===== src/rtl/muldiv_pkg.sv =====
// Shared definitions for the sequential multiply/divide controller.
// Provides the operation encoding, FSM state codes, ALU function codes and
// small helpers that decode an operation into its divide/signed attributes.
package muldiv_pkg;

    // Operation encoding as presented on the op input.
    typedef enum logic [1:0] {
        OpMultu = 2'b00,
        OpMult  = 2'b01,
        OpDivu  = 2'b10,
        OpDiv   = 2'b11
    } op_e;

    // FSM state encoding.
    typedef logic [2:0] state_t;
    localparam state_t StIdle = 3'd0;
    localparam state_t StAbsA = 3'd1;
    localparam state_t StAbsB = 3'd2;
    localparam state_t StIter = 3'd3;
    localparam state_t StFix1 = 3'd4;
    localparam state_t StFix2 = 3'd5;
    localparam state_t StDone = 3'd6;

    // ALU function codes: F[2] inverts B and supplies carry-in, F[1:0] picks the result.
    localparam logic [2:0] ALU_AND  = 3'b000;
    localparam logic [2:0] ALU_ADD  = 3'b010;
    localparam logic [2:0] ALU_ANDN = 3'b100;
    localparam logic [2:0] ALU_SUB  = 3'b110;

    function automatic logic op_is_div(input op_e op);
        return op[1];
    endfunction

    function automatic logic op_is_signed(input op_e op);
        return op[0];
    endfunction

endpackage


===== src/rtl/muldiv_seq_alu.sv =====
// Datapath ALU shared with the main pipeline.
// Ports:
//   a_i, b_i  operands (W bits)
//   f_i       function: F[2] inverts B and sets carry-in; F[1:0] = AND, OR, ADD, SLT
//   s_o       result
//   cout_o    carry out of the adder (1 on SUB means a_i >= b_i unsigned)
//   oflow_o   signed overflow of the adder
//   zero_o    result is zero
module muldiv_seq_alu #(
    parameter int unsigned  LOGWIDTH = 5,
    localparam int unsigned W        = 1 << LOGWIDTH
) (
    input  logic [W-1:0] a_i,
    input  logic [W-1:0] b_i,
    input  logic [2:0]   f_i,
    output logic [W-1:0] s_o,
    output logic         cout_o,
    output logic         oflow_o,
    output logic         zero_o
);

    logic [W-1:0] b_eff;
    logic [W-1:0] sum;

    assign b_eff = f_i[2] ? ~b_i : b_i;
    assign {cout_o, sum} = {1'b0, a_i} + {1'b0, b_eff} + {{W{1'b0}}, f_i[2]};
    assign oflow_o = (a_i[W-1] == b_eff[W-1]) && (sum[W-1] != a_i[W-1]);

    always_comb begin
        s_o = '0;
        unique case (f_i[1:0])
            2'b00: s_o = a_i & b_eff;
            2'b01: s_o = a_i | b_eff;
            2'b10: s_o = sum;
            2'b11: s_o = {{(W-1){1'b0}}, sum[W-1] ^ oflow_o};
            default: s_o = '0;
        endcase
    end

    assign zero_o = (s_o == '0);

endmodule


===== src/rtl/muldiv_seq.sv =====
// Multi-cycle multiply/divide controller for MULT/MULTU/DIV/DIVU.
// Drives one shared ALU through shift-add multiplication and restoring
// division, and holds the HI/LO result registers.
// Ports:
//   clk, reset_n  clock, asynchronous active-low reset
//   start         request, accepted when start & ready
//   op            00 MULTU, 01 MULT, 10 DIVU, 11 DIV
//   a, b          multiplicand/dividend, multiplier/divisor
//   ready         able to accept a start (IDLE or DONE)
//   done          one-cycle pulse, hi/lo valid
//   div0          divisor was zero; held until the next accept
//   hi, lo        product high/low half, or remainder/quotient
module muldiv_seq
    import muldiv_pkg::*;
#(
    parameter int unsigned  LOGWIDTH = 5,
    localparam int unsigned W        = 1 << LOGWIDTH
) (
    input  logic         clk,
    input  logic         reset_n,
    input  logic         start,
    input  logic [1:0]   op,
    input  logic [W-1:0] a,
    input  logic [W-1:0] b,
    output logic         ready,
    output logic         done,
    output logic         div0,
    output logic [W-1:0] hi,
    output logic [W-1:0] lo
);

    localparam logic [LOGWIDTH:0] CntLoad = (LOGWIDTH + 1)'(W);
    localparam logic [LOGWIDTH:0] CntOne  = (LOGWIDTH + 1)'(1);

    state_t            state_q, state_d;
    op_e               op_q, op_d;
    // Multiplicand for MUL, divisor for DIV; the other operand lives in lo.
    logic [W-1:0]      opnd_q, opnd_d;
    logic [W-1:0]      hi_q, hi_d;
    logic [W-1:0]      lo_q, lo_d;
    logic              sign_a_q, sign_a_d;
    logic              sign_b_q, sign_b_d;
    logic [LOGWIDTH:0] cnt_q, cnt_d;
    // Borrow-free flag from negating lo, needed to finish the 64-bit negate.
    logic              cout_q, cout_d;
    logic              div0_q, div0_d;

    logic [W-1:0]      alu_a, alu_b, alu_s;
    logic [2:0]        alu_f;
    logic              alu_cout, alu_oflow, alu_zero;
    logic              unused_alu_flags;

    logic              accept;
    logic              is_div, is_signed, negate;
    logic [W-1:0]      rem_s;
    logic              rem_msb, take;
    op_e               op_in;

    assign op_in     = op_e'(op);
    assign is_div    = op_is_div(op_q);
    assign is_signed = op_is_signed(op_q);
    assign negate    = sign_a_q ^ sign_b_q;

    assign ready  = (state_q == StIdle) || (state_q == StDone);
    assign done   = (state_q == StDone);
    assign accept = start && ready;

    // Restoring-division step: shift the next dividend bit into the remainder.
    // The shifted-out msb means the true remainder exceeds W bits, so the
    // subtraction always succeeds in that case.
    assign rem_s   = {hi_q[W-2:0], lo_q[W-1]};
    assign rem_msb = hi_q[W-1];
    assign take    = rem_msb | alu_cout;

    muldiv_seq_alu #(
        .LOGWIDTH (LOGWIDTH)
    ) u_alu (
        .a_i     (alu_a),
        .b_i     (alu_b),
        .f_i     (alu_f),
        .s_o     (alu_s),
        .cout_o  (alu_cout),
        .oflow_o (alu_oflow),
        .zero_o  (alu_zero)
    );

    assign unused_alu_flags = alu_oflow ^ alu_zero;

    // ALU operand and function selection.
    always_comb begin
        alu_a = '0;
        alu_b = '0;
        alu_f = ALU_AND;
        case (state_q)
            StAbsA: begin
                alu_b = is_div ? lo_q : opnd_q;
                alu_f = ALU_SUB;
            end
            StAbsB: begin
                alu_b = is_div ? opnd_q : lo_q;
                alu_f = ALU_SUB;
            end
            StIter: begin
                alu_b = opnd_q;
                if (is_div) begin
                    alu_a = rem_s;
                    alu_f = ALU_SUB;
                end else begin
                    alu_a = hi_q;
                    alu_f = ALU_ADD;
                end
            end
            StFix1: begin
                alu_b = lo_q;
                alu_f = ALU_SUB;
            end
            StFix2: begin
                alu_b = hi_q;
                if (!is_div && !cout_q) begin
                    // Low half was nonzero, so the high half of -x is just ~hi.
                    alu_a = '1;
                    alu_f = ALU_ANDN;
                end else begin
                    alu_f = ALU_SUB;
                end
            end
            default: ;
        endcase
    end

    // Next-state logic.
    always_comb begin
        state_d  = state_q;
        op_d     = op_q;
        opnd_d   = opnd_q;
        hi_d     = hi_q;
        lo_d     = lo_q;
        sign_a_d = sign_a_q;
        sign_b_d = sign_b_q;
        cnt_d    = cnt_q;
        cout_d   = cout_q;
        div0_d   = div0_q;

        case (state_q)
            StIdle, StDone: begin
                if (accept) begin
                    op_d     = op_in;
                    sign_a_d = op_is_signed(op_in) & a[W-1];
                    sign_b_d = op_is_signed(op_in) & b[W-1];
                    cnt_d    = CntLoad;
                    hi_d     = '0;
                    lo_d     = op_is_div(op_in) ? a : b;
                    opnd_d   = op_is_div(op_in) ? b : a;
                    div0_d   = op_is_div(op_in) & (b == '0);
                    cout_d   = 1'b0;
                    state_d  = op_is_signed(op_in) ? StAbsA : StIter;
                end else begin
                    state_d = StIdle;
                end
            end
            StAbsA: begin
                if (sign_a_q) begin
                    if (is_div) lo_d = alu_s;
                    else        opnd_d = alu_s;
                end
                state_d = StAbsB;
            end
            StAbsB: begin
                if (sign_b_q) begin
                    if (is_div) opnd_d = alu_s;
                    else        lo_d = alu_s;
                end
                state_d = StIter;
            end
            StIter: begin
                cnt_d = cnt_q - CntOne;
                if (is_div) begin
                    hi_d = take ? alu_s : rem_s;
                    lo_d = {lo_q[W-2:0], take};
                end else if (lo_q[0]) begin
                    hi_d = {alu_cout, alu_s[W-1:1]};
                    lo_d = {alu_s[0], lo_q[W-1:1]};
                end else begin
                    hi_d = {1'b0, hi_q[W-1:1]};
                    lo_d = {hi_q[0], lo_q[W-1:1]};
                end
                if (cnt_q == CntOne) begin
                    state_d = is_signed ? StFix1 : StDone;
                end
            end
            StFix1: begin
                if (negate) begin
                    lo_d = alu_s;
                    if (!is_div) cout_d = alu_cout;
                end
                state_d = StFix2;
            end
            StFix2: begin
                if (is_div ? sign_a_q : negate) hi_d = alu_s;
                state_d = StDone;
            end
            default: state_d = StIdle;
        endcase
    end

    always_ff @(posedge clk or negedge reset_n) begin
        if (!reset_n) begin
            state_q  <= StIdle;
            op_q     <= OpMultu;
            opnd_q   <= '0;
            hi_q     <= '0;
            lo_q     <= '0;
            sign_a_q <= 1'b0;
            sign_b_q <= 1'b0;
            cnt_q    <= '0;
            cout_q   <= 1'b0;
            div0_q   <= 1'b0;
        end else begin
            state_q  <= state_d;
            op_q     <= op_d;
            opnd_q   <= opnd_d;
            hi_q     <= hi_d;
            lo_q     <= lo_d;
            sign_a_q <= sign_a_d;
            sign_b_q <= sign_b_d;
            cnt_q    <= cnt_d;
            cout_q   <= cout_d;
            div0_q   <= div0_d;
        end
    end

    assign hi   = hi_q;
    assign lo   = lo_q;
    assign div0 = div0_q;

endmodule


===== config.mk =====
export PLATFORM = sky130hd
export DESIGN_NAME = muldiv_seq
export DESIGN_NICKNAME = d
export VERILOG_FILES = /design/src/rtl/muldiv_pkg.sv /design/src/rtl/muldiv_seq_alu.sv /design/src/rtl/muldiv_seq.sv
export SDC_FILE = /design/constraint.sdc
export NUM_CORES = 1
export LEC_CHECK = 0
export CORE_AREA = 2 2 228 118
export CTS_BUF_LIST = sky130_fd_sc_hd__clkbuf_8 sky130_fd_sc_hd__clkbuf_16
export CTS_CLUSTER_SIZE = 30
export DETAILED_ROUTE_END_ITERATION = 7
export DIE_AREA = 0 0 230 120
export DONT_BUFFER_PORTS = 1
export PLACE_DENSITY = 0.66
export SLEW_MARGIN = 40
export SYNTH_ARGS = -nofsm -noshare
export SYNTH_HDL_FRONTEND = slang
export SYNTH_SLANG_ARGS = --single-unit

===== constraint.sdc =====
create_clock -name clk -period 5.8 [get_ports clk]
set_input_delay 0.87 -clock clk [delete_from_list [all_inputs] [get_ports clk]]
set_output_delay 0.87 -clock clk [all_outputs]
set_load 0.005 [all_outputs]

Word-level counts from Yosys, hierarchy flattened
Cells that the tools add are included.
Widths: inputs -> output; s select.
{"block": "totals", "out_inout_bits": 67, "word_cells": 111, "inputBits": 69, "ff_bits": 111}
{"block": "classes", "muxes": 44, "bitwise": 9, "eq_ne": 23, "reduce_logical": 22, "addsub": 3}
{"operator": "$mux 32", "n": 23}
{"operator": "$pmux 32 s5", "n": 2}
{"operator": "$pmux 32 s3", "n": 2}
{"operator": "$pmux 32 s4", "n": 1}
{"operator": "$pmux 32 s2", "n": 1}
{"operator": "$add 32x32->33", "n": 1}
{"operator": "$add 33x1->33", "n": 1}
{"operator": "$and 32x32->32", "n": 1}
{"operator": "$logic_not 32->1", "n": 1}
{"operator": "$not 32->32", "n": 1}
{"operator": "$or 32x32->32", "n": 1}
{"operator": "$ne 2x2->1 const B", "n": 11}
{"operator": "$pmux 3 s6", "n": 1}
{"operator": "$pmux 6 s2", "n": 1}
{"operator": "$eq 3x3->1 const B", "n": 3}
{"operator": "$pmux 3 s3", "n": 1}
{"operator": "$mux 2", "n": 4}
{"operator": "$reduce_and 7->1", "n": 1}
{"operator": "$eq 3x2->1 const B", "n": 2}
{"operator": "$eq 6x1->1 const B", "n": 1}
{"operator": "$mux 3", "n": 2}
{"operator": "$mux 6", "n": 1}
{"operator": "$reduce_and 6->1", "n": 1}
{"operator": "$reduce_bool 3->1", "n": 2}
{"operator": "other kinds (23)", "n": 35}

Longest topological paths before layout
Gate-level depths: netlist of run 1.
{"block": "depth", "ltp_word": 14, "mapped_depth": 24, "ltp_nobuf": 19}

Modules after synthesis
Synthesis of run 1 repeated with hierarchy kept, for this count alone.
{"block": "hier_totals", "cells_unflattened": 1525, "hier_area_um2": 12539.5}
{"module": "muldiv_seq", "instances": 1, "cells_per_inst": 979, "area_each_um2": 8814.7, "seq_area_each_um2": 2777.7}
{"module": "muldiv_seq_alu", "instances": 1, "cells_per_inst": 546, "area_each_um2": 3724.8, "seq_area_each_um2": 0.0}

Least setup slack after synthesis of run 1
OpenSTA, ideal clock, no wires.
{"block": "synth_timing", "path_kind": "register to register", "startpoint": "register op_q[1]", "endpoint": "register hi_q[23] (netlist: hi[23])", "n_path_buf": 8, "required_time_ns": 5.724, "arrival_ns": 4.665, "slack_ns": 1.059, "period_less_slack_ns": 4.741, "path_stages_with_launch": 21, "setup_time_ns": 0.076, "cell_sequence": "dfrtp_1 -> buf_2 -> clkbuf_1 -> buf_2 -> clkbuf_1 -> buf_1 -> mux2i_1 -> o21ai_0 -> ha_1 -> clkbuf_1 -> nand4_1 -> or3_1 -> o2111a_1 -> o21ai_2 -> or2_0 -> clkbuf_1 -> buf_2 -> nor2_1 -> a211oi_1 -> a21oi_1 -> o21ai_1"}
{"block": "synth_between", "elab_chain_cells": 10, "elab_cells_between_ends": 31, "cone_classes": "add/sub: 2; eq/ne: 4; mux: 17; bitwise: 4; reduce/logical: 4"}
{"element": "start, declared", "line_no": "muldiv_seq.sv:36", "rtl": "op_e op_q, op_d;"}
{"element": "start signal, assigned", "line_no": "muldiv_seq.sv:209", "rtl": "op_q <= OpMultu;"}
{"element": "start signal, assigned", "line_no": "muldiv_seq.sv:220", "rtl": "op_q <= op_d;"}
{"element": "$mux 32 (tied with other cells)", "line_no": "muldiv_seq.sv:100", "rtl": "alu_b = is_div ? opnd_q : lo_q;"}
{"element": "$pmux 32 s5 or $logic_and 1x1->1 (tied branches)", "line_no": "muldiv_seq.sv:94, muldiv_seq.sv:119"}
{"element": "$not 32->32 or $mux 32 (tied branches)", "line_no": "muldiv_seq_alu.sv:25, muldiv_seq.sv:119"}
{"element": "$mux 32 or $pmux 32 s2 (tied branches)", "line_no": "muldiv_seq_alu.sv:25, muldiv_seq.sv:94"}
{"element": "$add 32x32->33", "line_no": "muldiv_seq_alu.sv:26", "rtl": "assign {cout_o, sum} = {1'b0, a_i} + {1'b0, b_eff} + {{W{1'b0}}, f_i[2]};"}
{"element": "$add 33x1->33", "line_no": "muldiv_seq_alu.sv:26"}
{"element": "$pmux 32 s4 or $or 1x1->1 (tied branches)", "line_no": "muldiv_seq_alu.sv:31, muldiv_seq.sv:73"}
{"element": "$mux 32, on equally long branches", "line_no": "muldiv_seq.sv:180, muldiv_seq.sv:178"}
{"element": "$mux 32", "line_no": "muldiv_seq.sv:177", "rtl": "if (is_div) begin"}
{"element": "$pmux 32 s3", "line_no": "muldiv_seq.sv:144", "rtl": "case (state_q)"}
{"element": "end signal, assigned", "line_no": "muldiv_seq.sv:222", "rtl": "hi_q <= hi_d;"}
{"element": "end, declared", "line_no": "muldiv_seq.sv:39", "rtl": "logic [W-1:0] hi_q, hi_d;"}
Several ways; a longest one is shown, not always the timed one. The select of a mux whose other input is x is not followed.
A chain may end at the register's enable or synchronous reset.

Worst setup path after layout of run 1
{"block": "layout_timing", "startpoint": "register state_q[0]", "endpoint": "register opnd_q[21]"}
{"block": "layout_between", "elab_chain_cells": 10, "elab_cells_between_ends": 37, "cone_classes": "add/sub: 2; eq/ne: 14; mux: 10; bitwise: 3; reduce/logical: 8"}
{"element": "start, declared", "line_no": "muldiv_seq.sv:35", "rtl": "state_t state_q, state_d;"}
{"element": "start signal, assigned", "line_no": "muldiv_seq.sv:208", "rtl": "state_q <= StIdle;"}
{"element": "start signal, assigned", "line_no": "muldiv_seq.sv:219", "rtl": "state_q <= state_d;"}
{"element": "$eq 3x3->1 (tied with other cells)", "line_no": "muldiv_seq.sv:94", "rtl": "case (state_q)"}
{"element": "$reduce_or 3->1 (no line) or $pmux 32 s5 (tied branches)"}
{"element": "$pmux 3 s3 or $not 32->32 (tied branches)", "line_no": "muldiv_seq.sv:94, muldiv_seq_alu.sv:25"}
{"element": "$mux 32", "line_no": "muldiv_seq_alu.sv:25", "rtl": "assign b_eff = f_i[2] ? ~b_i : b_i;"}
{"element": "$add 32x32->33", "line_no": "muldiv_seq_alu.sv:26"}
{"element": "$add 33x1->33", "line_no": "muldiv_seq_alu.sv:26"}
{"element": "$pmux 32 s4", "line_no": "muldiv_seq_alu.sv:31", "rtl": "unique case (f_i[1:0])"}
{"element": "$mux 32, on equally long branches", "line_no": "muldiv_seq.sv:170, muldiv_seq.sv:163"}
{"element": "$mux 32, on equally long branches", "line_no": "muldiv_seq.sv:169, muldiv_seq.sv:162"}
{"element": "$pmux 32 s3", "line_no": "muldiv_seq.sv:144"}
{"element": "end signal, assigned", "line_no": "muldiv_seq.sv:221", "rtl": "opnd_q <= opnd_d;"}
{"element": "end, declared", "line_no": "muldiv_seq.sv:38", "rtl": "logic [W-1:0] opnd_q, opnd_d;"}
Several ways; a longest one is shown, not always the timed one. The select of a mux whose other input is x is not followed.

==> impl_metrics.toml, run 1 <==
[run_status]
status = "finished, violations left"
violations = "design-rule violations"

[global_route]
grt_pass1_wl_um = 68100
grt_overflow_total = 0
antenna_found_initial = 0
grt_pass1_vias = 10800
grt_max_degree = 112
grt_usage = 0.320

[placement]
place_congestion = 0.983
dp_hpwl_um = 33900
port_buffers = 0

[worst_setup_path]
cp_cell_sequence = "buf_4, nor2_1, nand2_1, a21oi_4, buf_12, xnor2_1, nor2_1, ha_1, a21oi_1, nor3_1, a311oi_1, o2111ai_1, a31oi_2, xor2_1, o21ai_0, a21oi_1, o21ai_0"
critical-path-top-delay-family = "compound AO/OA/AOI/OAI gates"
crit_path_max_fanout = 15
end_kind = "register"
arrival_ps = 5870
cp.required_ps = 6080
crit_type = "register to register"
cp.buffers_inverters = 2
cp_slowest_stage_delay_ps = 630
startpoint_type = "register"
slowest_stage = "o21ai_0"

[detailed_routing]
wirelength_um = 44900
first_pass_iters = 8
drtIter0Drc = 1703
viasPerCell = 6.87
drtAntennaViolNets = 0
drc = 13
wl_per_cell_um = 25.5
routed-via-count = 12100

[layout]
area_delta_synth_final_pct = 6.30
drive_gt1_frac = 0.0832
final_nets = 1506
fill_cells = 2521
mostFrequentLayoutCell = "a21oi_1"
final_cell_mix = "a21oi_1, nor2_1, mux2i_1"
antennaDiodeCount = 0

[timing]
fmax_mhz = 179
hold_violations = 0
slew_viol_final = 0
period_needed_ps = 5590
clock_skew_ps = 14.2
tns_ps = 0
tightest_slew_ps = 925
fin_crit_sh = 0.963
setup-violations-final = 0
relSlewSlack = 0.377
rsz0062_at_grt = "false"

[floorplanning]
top_level_ports = 136
rows = 42
core_area_mm2 = 0.0257
die_y_um = 120
start_util = 0.440
dieArea_mm2 = 0.0276
die_w_um = 230

[pwr]
peakVddDrop_mv = 0.120
p_total_mw = 1.48
pwr-share-seq = 0.521
netSwitchingPower_mw = 0.334
sw_frac_of_total = 0.225
leakage_nw = 4.85
power_density_mw_per_mm2 = 123
power_frac_comb = 0.035
clkPwrFrac = 0.443
intPower_mw = 1.15

[cts]
cts_buffers = 9
clk_path_buf_depth = 2
cts_tree = "built"
cts_root_buffer = "clkbuf_16"
cts_sinks = 111
cts_hold_buf = 0
cts_max_level = 3
path_clk_slew_ps = 80
clk_latency_ps = 370

[synthesis]
synth_cell_types = 83
ys.flop_type = "dfrtp_1"
syn_nets = 1571
synth-edff-count = 0
async_flop_share = 1.00
synthCells = 1467
yosysWarnings = 0
ys_seq_area_frac = 0.245
avgSynthCellArea_um2 = 7.72
netlist_area_mm2 = 0.0113
ys_ff_latch = 111

[flow_run]
drv_cap = 0

[worst_hold_path]
min_path_type = "input port to async pin"
per-stage QoR:
stage	setup WS [ps]	area [um2]	hold WS, ps	cells	util
floorplan	1060	11300	450	1467	-
global placement	572	11700	465	1743	0.455
detailed placement	414	11700	466	1743	0.455
CTS	380	12000	179	1759	0.467
global route	10.9	12000	174	1759	0.468
finish	213	12000	190	1759	0.468
worst paths after layout:
path,startpoint,endpoint,slack (ps),cells after the start
min in group clk,opnd_q[9],opnd_q[9],480,1
worst max register to register,state_q[0],opnd_q[21],210,17
max in group asynchronous,reset_n,lo[19],5420,0
worst max-delay path,state_q[0],opnd_q[21],210,17
worst min register to register,opnd_q[9],opnd_q[9],480,1
worst min-delay path,reset_n,lo[5],190,0
cell type report:
type	instances	area [um2]	area share
Multi-Input combinational cell	1209	8060	0.670
Sequential cell	111	2780	0.231
Tap cell	352	440	0.0366
Timing Repair Buffer	47	365	0.0303
Clock buffer	10	239	0.0198
Inverter	24	90.1	0.00748
Clock inverter	6	62.6	0.00520
per-layer routing:
layer  vias up  track usage  routed length [um]
met5         -            0                   0
met4         0       0.0657                 852
met2       838        0.442               17700
met1      5821        0.481               20100
met3        85       0.0993                6190
li1       5349            -                   -
state kept, by name, summed over array words and instances, names as in the netlist:
register and count:
cout_q 1, div0 1, op_q 2, sign_b_q 1, hi 32, lo 32
state_q 3, sign_a_q 1, cnt_q 6, opnd_q 32
power by group through the flow:
stage / Sequential (mW) / Clock, mW / Combinational, mW
2_1_floorplan: 0.789 / 0 / 0.0519
3_3_place_gp: 0.789 / 0 / 0.0513
3_5_place_dp: 0.789 / 0 / 0.0520
4_1_cts: 0.773 / 0.662 / 0.0522
5_1_grt: 0.773 / 0.697 / 0.0578
6_report: 0.773 / 0.658 / 0.0520
repair_timing:
action / in CTS / in global routing
resized for setup: 0 / 2
setup endpoints to repair: 0 / 12
buffers inserted: 0 / 0
logic make-up after synthesis:
kind of cell               after synthesis  share of synthesized area
AOI/OAI and AO/OA                      557                      0.318
and+or+nand+nor                        394                      0.152
muxes                                  160                      0.144
buffers and inverters                  147                     0.0515
DFF                                    111                      0.245
xor gates and xnor gates                63                     0.0494
adders and majority gates               35                     0.0393
cells in the mapped netlist (17+ instances only):
| cell type | n | area share |
|---|---|---|
| xnor2_1 | 52 | 0.040 |
| ha_1 | 34 | 0.038 |
| a211oi_1 | 21 | 0.014 |
| nor2b_1 | 22 | 0.012 |
| nand2_1 | 131 | 0.043 |
| nor2_1 | 155 | 0.051 |
| dfrtp_1 | 111 | 0.25 |
| o22ai_1 | 36 | 0.020 |
| a222oi_1 | 32 | 0.028 |
| o21ai_0 | 132 | 0.058 |
| nor3_1 | 17 | 0.0075 |
| o221ai_1 | 19 | 0.015 |
| clkbuf_1 | 98 | 0.032 |
| mux2_2 | 18 | 0.018 |
| inv_1 | 24 | 0.0080 |
| o21ai_1 | 18 | 0.0080 |
| a21oi_1 | 162 | 0.072 |
| mux2i_1 | 141 | 0.12 |
worst register-to-register path, stage by stage, from the launching register on:
cell	delay (ps)
dfrtp_1	520
buf_4	280
nor2_1	270
nand2_1	170
a21oi_4	440
buf_12	220
xnor2_1	130
nor2_1	70
ha_1	480
a21oi_1	330
nor3_1	80
a311oi_1	570
o2111ai_1	380
a31oi_2	440
xor2_1	110
o21ai_0	630
a21oi_1	180
o21ai_0	180
(Power assumes the default switching activity.)
==> run 2: changes to the inputs <==
--- a/config.mk
+++ b/config.mk
@@ -11,7 +11,7 @@
 export DETAILED_ROUTE_END_ITERATION = 7
 export DIE_AREA = 0 0 230 120
 export DONT_BUFFER_PORTS = 1
-export PLACE_DENSITY = 0.66
+export PLACE_DENSITY = 0.67
 export SLEW_MARGIN = 40
 export SYNTH_ARGS = -nofsm -noshare
 export SYNTH_HDL_FRONTEND = slang
==> constraint.sdc (replaced) <==
create_clock -name clk -period 5.1 [get_ports clk]
set_input_delay 0.765 -clock clk [delete_from_list [all_inputs] [get_ports clk]]
set_output_delay 0.765 -clock clk [all_outputs]
set_load 0.005 [all_outputs]
==> run 2 against run 1 <==
Effect of this change: the run still ends with design-rule violations left; largest power group unchanged; combinational power is 16% higher; utilization is 1.3 points higher; highest routed layer unchanged; sequential power is 14% higher.
==> impl_metrics.toml, run 2 (synthesis gave the netlist of run 1 again) <==
[run_status]
status = "finished, violations left"
violations = "design-rule violations"

[worst_setup_path]
arrival_ps = 5380
cp_slowest_stage_delay_ps = 640
slowest_stage = "nor2_1"
crit_path_max_fanout = 19
crit_type = "register to register"
rrSetupSlack_ps = 20
end_kind = "register"
critical-path-top-delay-family = "compound AO/OA/AOI/OAI gates"
startpoint_type = "register"
cp.required_ps = 5400
crit_top_cell = "a21oi_1"
cp_cell_sequence = "buf_12, nand2b_1, buf_4, o22ai_1, a222oi_1, xnor2_1, nor2_1, ha_1, a21oi_1, o21ai_0, a21oi_1, o2111a_1, o21ai_2, buf_4, nor2_1, a21oi_1, a32oi_1"
cp.buffers_inverters = 3

[layout]
antennaDiodeCount = 0
stdcell_count = 1790
mostFrequentLayoutCell = "a21oi_1"
drive_gt1_frac = 0.110
area_delta_synth_final_pct = 9.15
final_cell_mix = "a21oi_1, nor2_1, mux2i_1"
final_nets = 1537
fin_util = 0.480
design_area_mm2 = 0.0124

[cts]
cts_buffers = 9
clk_path_buf_depth = 2
clk_latency_ps = 380
cts_sinks = 111
cts_tree = "built"
cts_root_buffer = "clkbuf_16"
cts_max_level = 3
path_clk_slew_ps = 80

[placement]
placedCellCount = 1772
placed_area_mm2 = 0.0120
place_congestion = 0.969
port_buffers = 0
dp_hpwl_um = 33900

[floorplanning]
rows = 42
die_y_um = 120
dieArea_mm2 = 0.0276
top_level_ports = 136
core_area_mm2 = 0.0257
start_util = 0.440
die_w_um = 230

[timing]
setup-violations-final = 0
fin_crit_sh = 0.997
hold_ws_ps = 76.7
tightest_slew_ps = 803
period_needed_ps = 5080
rsz0062_at_grt = "true"
hold_violations = 0
clock_skew_ps = 17.7
relSlewSlack = 0.463
slew_viol_final = 0
fmax_mhz = 197

[detailed_routing]
drc = 5
viasPerCell = 6.83
drtAntennaViolNets = 0
drtIter0Drc = 1887
first_pass_iters = 8
wl_per_cell_um = 25.4
wirelength_um = 45400
routed-via-count = 12200

[pwr]
p_total_mw = 1.69
leakage_nw = 5.01
power_density_mw_per_mm2 = 137
peakVddDrop_mv = 0.153

[flow_run]
drv_cap = 0

[global_route]
grt_pass1_vias = 11200
grt_max_degree = 112
antenna_found_initial = 0
grt_overflow_total = 0
grt_usage = 0.322
grt_pass1_wl_um = 68600

[worst_hold_path]
min_path_type = "input port to async pin"
[run 2: changes by cell type in the layout (fill, tap and decap cells not counted), sizes merged]
cell	previous run	this run
inv	26	27
clkinv	2	1
buf	47	78
bufinv	1	0
clkinvlp	1	2
[run 2: metal layers]
layer | vias up | share of wire | track usage
li1 | 5426 | - | -
met1 | 5836 | 0.43 | 0.472
met2 | 885 | 0.40 | 0.448
met3 | 75 | 0.15 | 0.113
met4 | 0 | 0.020 | 0.0702
met5 | - | 0 | 0
[run 2: per-stage QoR]
step / setup slack (ps) / setup TNS [ps]
final: 16.9 / 0
after CTS: 27.9 / 0
after detailed placement: 59.5 / 0
after floorplan: 359 / 0
after global placement: 132 / 0
after global routing: -39.9 / -61.9
[run 2: final timing paths]
check | cells past startpoint | startpoint | endpoint
worst max register to register | 17 | state_q[0] | hi[4]
max in group asynchronous | 0 | reset_n | lo[27]
worst max-delay path | 17 | state_q[0] | hi[4]
worst min register to register | 1 | opnd_q[20] | opnd_q[20]
worst min-delay path | 0 | reset_n | lo[4]
min in group clk | 1 | op[0] | state_q[1]
[run 2: repair_timing]
action / in CTS / in global routing
endpoints found under the setup margin: 0 / 34
gates resized for setup: 0 / 16
hold buffers: 0 / 0
buffers inserted: 0 / 2
[run 2: power by group]
group / switching, mW / total [mW] / internal, mW / leakage, nW
logic: 0.0262 / 0.0603 / 0.0340 / 3.41
clock network: 0.394 / 0.749 / 0.355 / 0.138
registers: 0 / 0.879 / 0.879 / 1.47
[run 2: area by class of cell]
cell class	count	area (um2)
flip-flops and latches	111	2780
clock inverters	6	52.6
clock buffers	10	239
repair buffers	78	643
multi-input cells	1209	8120
fillers	2538	13400
well taps	352	440
inverters	24	90.1
